===== config.mk =====
export PLATFORM = sky130hd
export DESIGN_NAME = id_issue_regs
export DESIGN_NICKNAME = d
export VERILOG_FILES = /design/src/rtl/id_issue_regs.sv
export SDC_FILE = /design/constraint.sdc
export NUM_CORES = 1
export LEC_CHECK = 0
export ABC_AREA = 1
export BUFFER_PORTS_ARGS = -buffer_cell sky130_fd_sc_hd__buf_4
export CAP_MARGIN = 20
export CORE_AREA = 2 2 160 162
export DETAILED_ROUTE_END_ITERATION = 16
export DIE_AREA = 0 0 162 164
export PLACE_DENSITY = 0.67
export SETUP_SLACK_MARGIN = 0.4
export SLEW_MARGIN = 20
export SYNTH_ARGS = -nofsm -noshare
export SYNTH_HDL_FRONTEND = slang
export SYNTH_SLANG_ARGS = --single-unit

===== constraint.sdc =====
create_clock -name clk -period 3.5 [get_ports clk]
set_input_delay 0.175 -clock clk [delete_from_list [all_inputs] [get_ports clk]]
set_output_delay 0.175 -clock clk [all_outputs]
set_load 0.02 [all_outputs]

===== src/rtl/id_issue_regs.sv =====
// ID/EX issue registers: fetch->ID slot, ID->EX slot, hazard stall and flush.
// Optional hazard-stall counter enabled by defining ID_STALL_PERF_EN.
package id_pkg;
  typedef struct packed {
    logic [6:0]  opcode;
    logic [4:0]  rd;
    logic [2:0]  funct3;
    logic [4:0]  rs1;
    logic [4:0]  rs2;
    logic [31:0] imm;
  } decoded_inst_t;
endpackage

module id_issue_regs
  import id_pkg::*;
#(
  parameter int XLEN = 64
) (
  input  logic            clk,
  input  logic            reset,
  input  logic            if_valid,
  input  logic [XLEN-1:0] if_pc,
  input  logic [31:0]     if_inst,
  output logic            if_ready,
  output logic            id_valid,
  output logic [XLEN-1:0] id_pc,
  output logic [31:0]     id_inst,
  input  decoded_inst_t   id_deco,
  input  logic            data_hazard_ID,
  input  logic            ex_ready,
  input  logic            flush,
  output logic            ex_valid,
  output logic [XLEN-1:0] ex_pc,
  output decoded_inst_t   EX_deco,
  output logic [31:0]     stall_cycles
);

  logic ex_load;
  logic id_adv;
  logic capture;

  assign ex_load  = !ex_valid || ex_ready;
  assign id_adv   = id_valid && !data_hazard_ID
                 && ex_load && !flush;
  assign if_ready = !reset && !flush
                 && (!id_valid || id_adv);
  assign capture  = if_valid && if_ready;

  always_ff @(posedge clk) begin
    if (reset) begin
      id_valid <= 1'b0;
      id_pc    <= '0;
      id_inst  <= '0;
    end else if (flush) begin
      id_valid <= 1'b0;
    end else if (capture) begin
      id_valid <= 1'b1;
      id_pc    <= if_pc;
      id_inst  <= if_inst;
    end else if (id_adv) begin
      id_valid <= 1'b0;
    end
  end

  // An empty or draining EX slot takes a bubble when ID cannot advance.
  always_ff @(posedge clk) begin
    if (reset) begin
      ex_valid <= 1'b0;
      ex_pc    <= '0;
      EX_deco  <= '0;
    end else if (flush) begin
      ex_valid <= 1'b0;
    end else if (id_adv) begin
      ex_valid <= 1'b1;
      ex_pc    <= id_pc;
      EX_deco  <= id_deco;
    end else if (ex_load) begin
      ex_valid <= 1'b0;
    end
  end

`ifdef ID_STALL_PERF_EN
  logic [31:0] stall_cnt;

  always_ff @(posedge clk) begin
    if (reset) begin
      stall_cnt <= '0;
    end else if (id_valid && data_hazard_ID && !flush
                 && stall_cnt != 32'hFFFF_FFFF) begin
      stall_cnt <= stall_cnt + 32'd1;
    end
  end

  assign stall_cycles = stall_cnt;
`else
  assign stall_cycles = '0;
`endif

endmodule


==> results of run 1 <==
[worst max-delay path, cell delays in order (launching register included)]
cell	delay (ns)
dfxtp_1	0.42
inv_1	0.06
nor2_1	0.17
nand3_4	0.12
nand2_4	0.35
buf_4	0.62
nand4_1	0.25
nand2_1	0.14
nor2_1	0.04
[registers in the layout (all words and copies together) (netlist names)]
| signal | cells |
|---|---|
| EX_deco | 57 |
| ex_pc | 64 |
| ex_valid | 1 |
| id_inst | 32 |
| id_pc | 64 |
| id_valid | 1 |
[worst paths after layout]
path          startpoint           to  slack [ns]  cells after the start
min reg2reg    ex_pc[60]    ex_pc[60]        0.44                      2
max reg2reg     id_valid     id_pc[5]        1.18                      8
max             id_valid     id_pc[5]        1.18                      8
min          id_deco[23]  EX_deco[23]        0.01                      3
[cell usage after synthesis (11+ instances only)]
cell type  instances
inv_1            413
dfxtp_1          219
nand2_1          193
a21oi_1          124
o21ai_0          105
nor2_1            97
nand4_1           96
clkbuf_1          63
buf_4             32
buf_2             17
o21ai_1           16
buf_1             11
[cells in the final DEF, fill, tap and decap left out]
cell           count
diode_2            1
o21ai_0          105
nand2_4            1
clkbuf_1           4
clkinv_2           7
inv_1            413
dfxtp_1          219
nor2_1            97
conb_1            32
buf_12             2
clkinv_4           1
nand4_1           96
clkbuf_16         25
bufinv_16          1
o21ai_1           16
clkbuf_8           5
buf_4            383
a21oi_1          124
nand3_4            2
dlygate4sd3_1    139
nor2_4             1
nand2_1          193
inv_6              2
[power groups by stage]
stage	Sequential (W)	Clock, W	Combinational [W]
4_1_cts	0.00262	0.00260	0.000860
3_5_place_dp	0.00267	0	0.000726
6_report	0.00262	0.00253	0.000864
3_3_place_gp	0.00267	0	0.000720
2_1_floorplan	0.00275	0	0.000343
5_1_grt	0.00263	0.00271	0.000950
[cell type report]
cell class              instances  share of cell area
repair buffers                524               0.296
clock inverters                10             0.00568
flip-flops and latches        219               0.301
well taps                     330              0.0284
clock buffers                  34              0.0488
multi-input cells             667               0.213
inverters                     414               0.107
diodes                          1            0.000172
[stage by stage]
stage | std cells | hold slack (ns)
2_1_floorplan | 1423 | 0.360
3_3_place_gp | 2015 | 0.432
3_5_place_dp | 2015 | 0.435
4_1_cts | 2198 | 0.000104
5_1_grt | 2199 | 0.00397
6_report | 2199 | 0.00968
[cell families after synthesis]
kind of cell / after synthesis
other: 1
AOI/OAI and AO/OA: 245
and+or+nand+nor: 390
buffers and inverters: 537
DFF: 219
[metal layers]
layer / GRT usage / vias up / share of wire
li1: - / 5018 / -
met2: 0.373 / 360 / 0.48
met4: 0.0973 / 2 / 0.039
met1: 0.246 / 4348 / 0.40
met3: 0.0654 / 83 / 0.083
met5: 0 / - / 0.00043
[what timing repair did]
action,4_1_cts,5_1_grt
hold buffers,139,0
endpoints found under the hold margin,139,0
buffers inserted,0,0
==> metrics.txt, run 1 <==
outcome finished clean; Max Clock Skew 0.0144 ns; clock insertion delay at the later pin of the skew report 0.52 ns; final worst slack 1.18 ns; Max-Slew Margin vs Limit 0.291; gr ovfl total 0; effective utilization at floorplan 0.382; Slew @ Worst Pin 1.06 ns; routed wire length per instance 13.8 um; dominant combinational cell family by area after synthesis buffers and inverters; Final Hold Fails 0; post-synthesis to final-layout area growth 53.4%; post-synthesis cell type count 18; wire length of the first global-routing pass 47100 um; critical path data required time 3.91 ns; wire length reported by the detailed router 30300 um; top area cells in the synthesized netlist dfxtp_1, inv_1, nand2_1; maximum number of pins on one net before global-route repair 245; RSZ-0062 raised after global routing false; path type of the worst setup path reg2reg; Detail Route Antenna Nets 0; Residual DRC 0; top fanout value on the critical path 59; post-detail-place hpwl 18900 um; post-synthesis cell area 9490 um^2; H-tree depth reported by CTS 1; vias in the first global route 9365; design internal power 0.00446 W; number of buffers between clock root and the deepest sink 3; Boundary Pins 411; Critical Path Sink Type flop; Filler Cells Inserted 2234; Worst Setup Start Kind flop; Root Driver clkbuf_16; P_sw 0.00155 W; portion of synthesized cell area occupied by the leading cell type 0.462; Horiz. Die Dim 162 um; prevailing post-synth register cell dfxtp_1; Pwr per Cell Area 413 nW/um^2; total number of clock tree sinks 219; number of antenna violations at the first check in global routing 2; core area 24800 um^2; register area 4380 um^2; Final Wtd Congestion 0.806; worst vdd rail ir drop 0.000311 V; mux contribution to synthesized area 0; final slew viol count 0; core utilization of the finished layout 0.586; die height 164 um; max cap viols 0; Clk network pwr share 0.421; initial drt markers 598; vias after detailed routing 9811; Post-Synth Simple-Gate Area 0.181; Worst Setup Slack post-DPL 1.23 ns; kind of path behind the tightest hold check in2reg; Max Freq 431 MHz; combined global-route utilization of all metal layers 0.216; Post-CTS Resized 0; leakage dissipation 7.29 nW; sum of internal, switching and leakage power 0.00601 W; share of total power in combinational logic 0.144; multi-input logic area 3090 um^2; async set-or-reset flop fraction in the synthesized netlist 0; instance area at placement 12400 um^2; count of standard-cell rows 58; CTS Buf Count 25; compound-gate portion of the synthesized area 0.129; sequential share of power 0.435; Total Negative Setup Slacks 0 ns; clock-pin transition on the worst setup and hold timing paths 0.06 ns; net count of the finished layout 2010; sequential-to-total area share from yosys stat 0.462; length of the first detailed-routing pass in iterations 5; Post-Synth XOR/XNOR Area 0; number of register bits inferred by synthesis 219; final critical-path share of the clock period 0.663; share of final-layout standard cells stronger than drive strength 1 0.230; clock tree from TritonCTS yes; gate count after technology mapping 1392; sw frac 0.258; Port Buf Inserts 378; full die area 26600 um^2; area of all placed cells without fillers 14600 um^2; most area-hungry cell type in the Yosys netlist dfxtp_1; number of enable flip-flop cells after synthesis 0; crit path time final 2.32 ns; detailed-route vias per instance 4.46; mean area per synthesized cell 6.82 um^2; arrival time of the worst setup path 2.73 ns; setup violators final 0; Adder-Cell Fraction of Synth Area 0; number of synthesis warnings 0
(Power assumes the default switching activity.)
==> run 2, diff against run 1 <==
ABC_AREA = 0   (was 1)
CORE_AREA = 2 2 161 163   (was 2 2 160 162)
DIE_AREA = 0 0 163 165   (was 0 0 162 164)
PLACE_DENSITY = 0.65   (was 0.67)
clock period = 2.3 ns   (was 3.5 ns; I/O delays follow)
==> run 2 against run 1 <==
Effect of this change: sequential share of layout area hardly changed; sequential power is 53% higher; critical path depth shrank 4; clock power increased by 44%; first-iteration DRC count grew 33%.
==> metrics.txt, run 2 <==
maximum number of pins on one net before global-route repair 117; instance area at placement 12300 um^2; crit path time final 1.76 ns; CTS Buf Count 25; gate count after technology mapping 936; H-tree depth reported by CTS 1; Hold Crit Depth 4; worst vdd rail ir drop 0.000485 V; Clk network pwr share 0.408; combined global-route utilization of all metal layers 0.225; kind of path behind the tightest hold check in2reg; vias in the first global route 8961; mean area per synthesized cell 9.99 um^2; critical path data required time 2.69 ns; register area 4380 um^2; number of register bits inferred by synthesis 219; Detail Route Antenna Nets 0; Post-CTS Resized 0; gr ovfl total 0; Final Wtd Congestion 0.770; number of enable flip-flop cells after synthesis 0; clock tree from TritonCTS yes; clock insertion delay at the later pin of the skew report 0.51 ns; setup violators final 0; registers with the most flip-flops ex_pc: 64 flops, id_pc: 64 flops, EX_deco: 57 flops; arrival time of the worst setup path 2.15 ns; post-synthesis cell type count 20; cell breakdown of the critical path nand2_1 > o211ai_4 > buf_4 > mux2_2; number of antenna violations at the first check in global routing 0; area of all placed cells without fillers 14600 um^2; count of standard-cell rows 58; prevailing post-synth register cell dfxtp_1; final slew viol count 0; multi-input logic area 4350 um^2; path type of the worst setup path reg2reg; vias after detailed routing 9159; leakage dissipation 6.21 nW; share of total power in combinational logic 0.145; Slew @ Worst Pin 0.779 ns; post-synthesis cell area 9350 um^2; share of final-layout standard cells stronger than drive strength 1 0.376; Worst Setup Start Kind flop; final critical-path share of the clock period 0.764; Final Hold Slack 0.0760 ns; length of the first detailed-routing pass in iterations 7; met3 routed wirelength 2140 um; sequential-to-total area share from yosys stat 0.469; Root Driver clkbuf_16; wire length reported by the detailed router 32400 um; Filler Cells Inserted 2100; clock-pin transition on the worst setup and hold timing paths 0.06 ns; max cap viols 0; number of placed cells counting well taps 1549; worst stage delay on the critical path 0.41 ns; non-filler cells in the finished layout 1745; routed wire length per instance 18.6 um; number of buffers between clock root and the deepest sink 3; net count of the finished layout 1560; top fanout value on the critical path 21; Boundary Pins 411; post-detail-place hpwl 19900 um; Horiz. Die Dim 163 um; P_sw 0.00221 W; met1 wire length 13200 um; wire length of the first global-routing pass 48800 um; Residual DRC 0; cell with the largest stage delay on the worst path dfxtp_1; RSZ-0062 raised after global routing false; count of buffers added by post-CTS timing repair for setup 0; r2r worst-path depth 4; total number of clock tree sinks 219; async set-or-reset flop fraction in the synthesized netlist 0; Final Hold Fails 0; commonest cells in the netlist dfxtp_1, o31ai_1, a21oi_1, nand4_1, nor2b_1; leading cell type in the layout, fill and taps excluded buf_4; Max Clock Skew 0.00962 ns; Port Buf Inserts 378; core area 25000 um^2; full die area 26900 um^2; Pwr per Cell Area 613 nW/um^2; Total Negative Setup Slacks 0 ns; Hold-fix buffers, CTS 155; most numerous cell in the Yosys netlist dfxtp_1; number of synthesis warnings 0; post-synthesis to final-layout area growth 55.8%; most area-hungry cell type in the Yosys netlist dfxtp_1; top routing layer in use met4; detailed-route vias per instance 5.25; initial drt markers 795; effective utilization at floorplan 0.373; sequential share of power 0.447; core utilization of the finished layout 0.582; sw frac 0.248; Critical Path Sink Type flop; met2 layer wire length in the routed design 16000 um; most frequent cells in the layout buf_4, dfxtp_1, dlygate4sd3_1, o31ai_1; Max-Slew Margin vs Limit 0.481; outcome finished clean; top area cells in the synthesized netlist dfxtp_1, o31ai_1, nand4_1; Max Freq 569 MHz; die height 165 um; portion of synthesized cell area occupied by the leading cell type 0.469; design internal power 0.00672 W
run 2: cell count changes after synthesis, moves of 21 or more:
cell / delta
nand4_1: +25
buf_2: +21
nand2_1: -192
o21ai_0: -105
o31ai_1: +122
nor2_1: -97
mux2_2: +56
mux2_4: +40
nor2b_1: +98
inv_1: -411
run 2: critical path: cells and delay by family (launching register included):
family	cells	cell delay, ns
simple gates	1	0.15
mux	1	0.39
compound gates	1	0.31
flops	1	0.41
buf+inv	1	0.37
run 2: cell type report:
cell class	count	area share
Sequential cell	219	0.301
Clock inverter	3	0.00275
Timing Repair Buffer	555	0.322
Tap cell	330	0.0283
Antenna cell	1	0.000172
Inverter	2	0.000687
Clock buffer	37	0.0467
Multi-Input combinational cell	598	0.299
run 2: metal layers:
layer | global-route usage | up-vias
met2 | 0.391 | 386
met5 | 0 | -
met1 | 0.275 | 4385
met4 | 0.0873 | 0
met3 | 0.0452 | 70
li1 | - | 4318
run 2: kinds of logic after synthesis:
kind of cell | after synthesis | share of synthesized area
flip-flops | 219 | 0.469
AO/OA/AOI/OAI | 248 | 0.169
multiplexers | 96 | 0.132
other | 1 | 0.000401
buffers and inverters | 150 | 0.0822
AND/OR/NAND/NOR | 222 | 0.148
run 2: path summary, 6_finish.rpt:
path / from / endpoint / slack, ns
worst max register to register: ex_valid / id_pc[57] / 0.54
worst min register to register: EX_deco[1] / EX_deco[1] / 0.47
worst max-delay path: ex_valid / id_pc[57] / 0.54
worst min-delay path: flush / ex_pc[22] / 0.08
run 2: stage by stage:
stage	total power (W)	worst slack [ns]
6_report	0.00893	0.544
5_1_grt	0.00926	0.437
3_3_place_gp	0.00514	0.578
3_5_place_dp	0.00514	0.549
2_1_floorplan	0.00466	0.664
4_1_cts	0.00902	0.535
run 2: power groups by stage:
stage / Combinational, W / Sequential, W / Clock, W
3_3_place_gp: 0.00106 / 0.00407 / 0
2_1_floorplan: 0.000470 / 0.00419 / 0
5_1_grt: 0.00137 / 0.00401 / 0.00389
4_1_cts: 0.00129 / 0.00399 / 0.00373
6_report: 0.00129 / 0.00400 / 0.00364
3_5_place_dp: 0.00107 / 0.00407 / 0
==> run 3, diff against run 2 <==
CORE_AREA = 2 2 160 162   (was 2 2 161 163)
DIE_AREA = 0 0 162 164   (was 0 0 163 165)
PLACE_DENSITY = 0.69   (was 0.65)
clock period = 1.55 ns   (was 2.3 ns; I/O delays follow)
==> run 3 against run 2 <==
Effect of this change: the flow now finishes with violations (negative setup slack); count of clock-buffer cells in the layout fell by 1; design area rose by 18%; clock skew rose by 0.0092 ns.
==> metrics.txt, run 3 (synthesis gave the netlist of run 2 again) <==
Critical Path Sink Type flop; Max Clock Skew 0.0188 ns; Boundary Pins 411; number of placed cells counting well taps 1567; # diodes 0; Final Hold Fails 0; path type of the worst setup path reg2reg; top fanout value on the critical path 6; max cap viols 0; maximum number of pins on one net before global-route repair 121; initial drt markers 1020; number of buffers between clock root and the deepest sink 3; clock-pin transition on the worst setup and hold timing paths 0.06 ns; registers with the most flip-flops ex_pc: 64 flops, id_pc: 64 flops, EX_deco: 57 flops; length of the first detailed-routing pass in iterations 5; Total Negative Setup Slacks -0.229 ns; Worst Setup Start Kind flop; most repeated library cell on the critical path buf_6; worst vdd rail ir drop 0.000693 V; Detail Route Antenna Nets 0; worst stage delay on the critical path 0.37 ns; cell with the largest stage delay on the worst path dfxtp_4; most frequent cells in the layout buf_4, dlygate4sd3_1, dfxtp_1, nand4_1, a21oi_1; count of standard-cell rows 58; routed wire length per instance 22.0 um; die height 164 um; crit path time final 1.60 ns; vias after detailed routing 10072; core utilization of the finished layout 0.693; leading cell type in the layout, fill and taps excluded buf_4; cell breakdown of the critical path buf_6 > buf_6 > nand2b_4 > buf_12 > buf_16 > o31ai_1 > a21oi_2; post-detail-place hpwl 20500 um; post-synthesis to final-layout area growth 83.9%; core area 24800 um^2; number of antenna violations at the first check in global routing 0; area of all placed cells without fillers 17200 um^2; outcome complete, but fails checks; critical path data required time 1.94 ns; RSZ-0062 raised after global routing true; final worst slack -0.0473 ns; detailed-route vias per instance 5.52; full die area 26600 um^2; Horiz. Die Dim 162 um; final critical-path share of the clock period 1.03; kind of path behind the tightest hold check in2reg; Worst Setup Slack post-DPL 0.0299 ns; arrival time of the worst setup path 1.98 ns; failing checks negative setup slack; net count of the finished layout 1638; effective utilization at floorplan 0.377; Pwr per Cell Area 835 nW/um^2; vias in the first global route 10091; instance area at placement 12600 um^2; gr ovfl total 0; Root Driver clkbuf_16; clock tree from TritonCTS yes; setup violators final 13; combined global-route utilization of all metal layers 0.268; Port Buf Inserts 378; clock insertion delay at the later pin of the skew report 0.53 ns; Final Wtd Congestion 0.785; wire length reported by the detailed router 40200 um; share of final-layout standard cells stronger than drive strength 1 0.522; Max Freq 626 MHz; H-tree depth reported by CTS 1; Max-Slew Margin vs Limit 0.371; non-filler cells in the finished layout 1826; final slew viol count 0; Slew @ Worst Pin 0.944 ns; wire length of the first global-routing pass 56400 um; CTS Buf Count 25; leakage dissipation 7.14 nW; Residual DRC 0; total number of clock tree sinks 219
## run 3: cell types whose count changed in the layout (fill, tap and decap cells not counted), sizes merged
| cell | delta |
|---|---|
| buf | +65 |
| clkbuf | +10 |
| clkinv | +3 |
| bufbuf | +1 |
| bufinv | +1 |
| diode | -1 |
| inv | +1 |
| nand2b | +1 |
## run 3: repair_timing
action                                  CTS  global route
buffers inserted                         20             9
endpoints found under the setup margin  259           298
cloned                                   19            12
gates resized for setup                  78           193
hold buffers                            155             0
pin swaps                                92           102
endpoints found under the hold margin   155             0
## run 3: metal layers
| layer | up-vias | share of wire | wire length (um) | GRT usage |
|---|---|---|---|---|
| met5 | - | 0 | 0 | 0 |
| met4 | 0 | 0.050 | 2000 | 0.148 |
| met3 | 133 | 0.070 | 2810 | 0.0543 |
| met2 | 547 | 0.51 | 20500 | 0.473 |
| met1 | 4890 | 0.37 | 14800 | 0.303 |
| li1 | 4502 | - | - | - |
## run 3: per-stage QoR
stage / power (W) / hold WS [ns]
finish: 0.0144 / 0.0451
global route: 0.0148 / 0.0429
CTS: 0.0142 / 0.0333
detailed placement: 0.00770 / 0.307
global placement: 0.00768 / 0.304
floorplan: 0.00695 / 0.205
## run 3: power by group
part           switching (W)  internal, W  total (W)
combinational        0.00110      0.00124    0.00234
clock                0.00244      0.00363    0.00607
sequential          0.000145      0.00581    0.00595
## run 3: area by class of cell
type / instances / area [um^2]
Clock buffer: 36 / 738
Clock inverter: 8 / 97.6
Fill cell: 1635 / 7620
Inverter: 2 / 10.0
Multi-Input combinational cell: 599 / 5080
Sequential cell: 219 / 4510
Tap cell: 330 / 413
Timing Repair Buffer: 632 / 6340
## run 3: final timing paths
kind / start / endpoint / slack, ns / depth (start not counted)
max reg2reg: id_valid / EX_deco[49] / -0.05 / 7
max: id_valid / EX_deco[49] / -0.05 / 7
min reg2reg: ex_pc[43] / ex_pc[43] / 0.47 / 2
min: reset / EX_deco[38] / 0.05 / 3
## run 3: critical path: cells and delay by family, from the launching register on
family | cells | cell delay (ns)
and+or+nand+nor | 1 | 0.11
buffers and inverters | 4 | 0.50
DFF | 1 | 0.37
AOI/OAI and AO/OA | 2 | 0.49
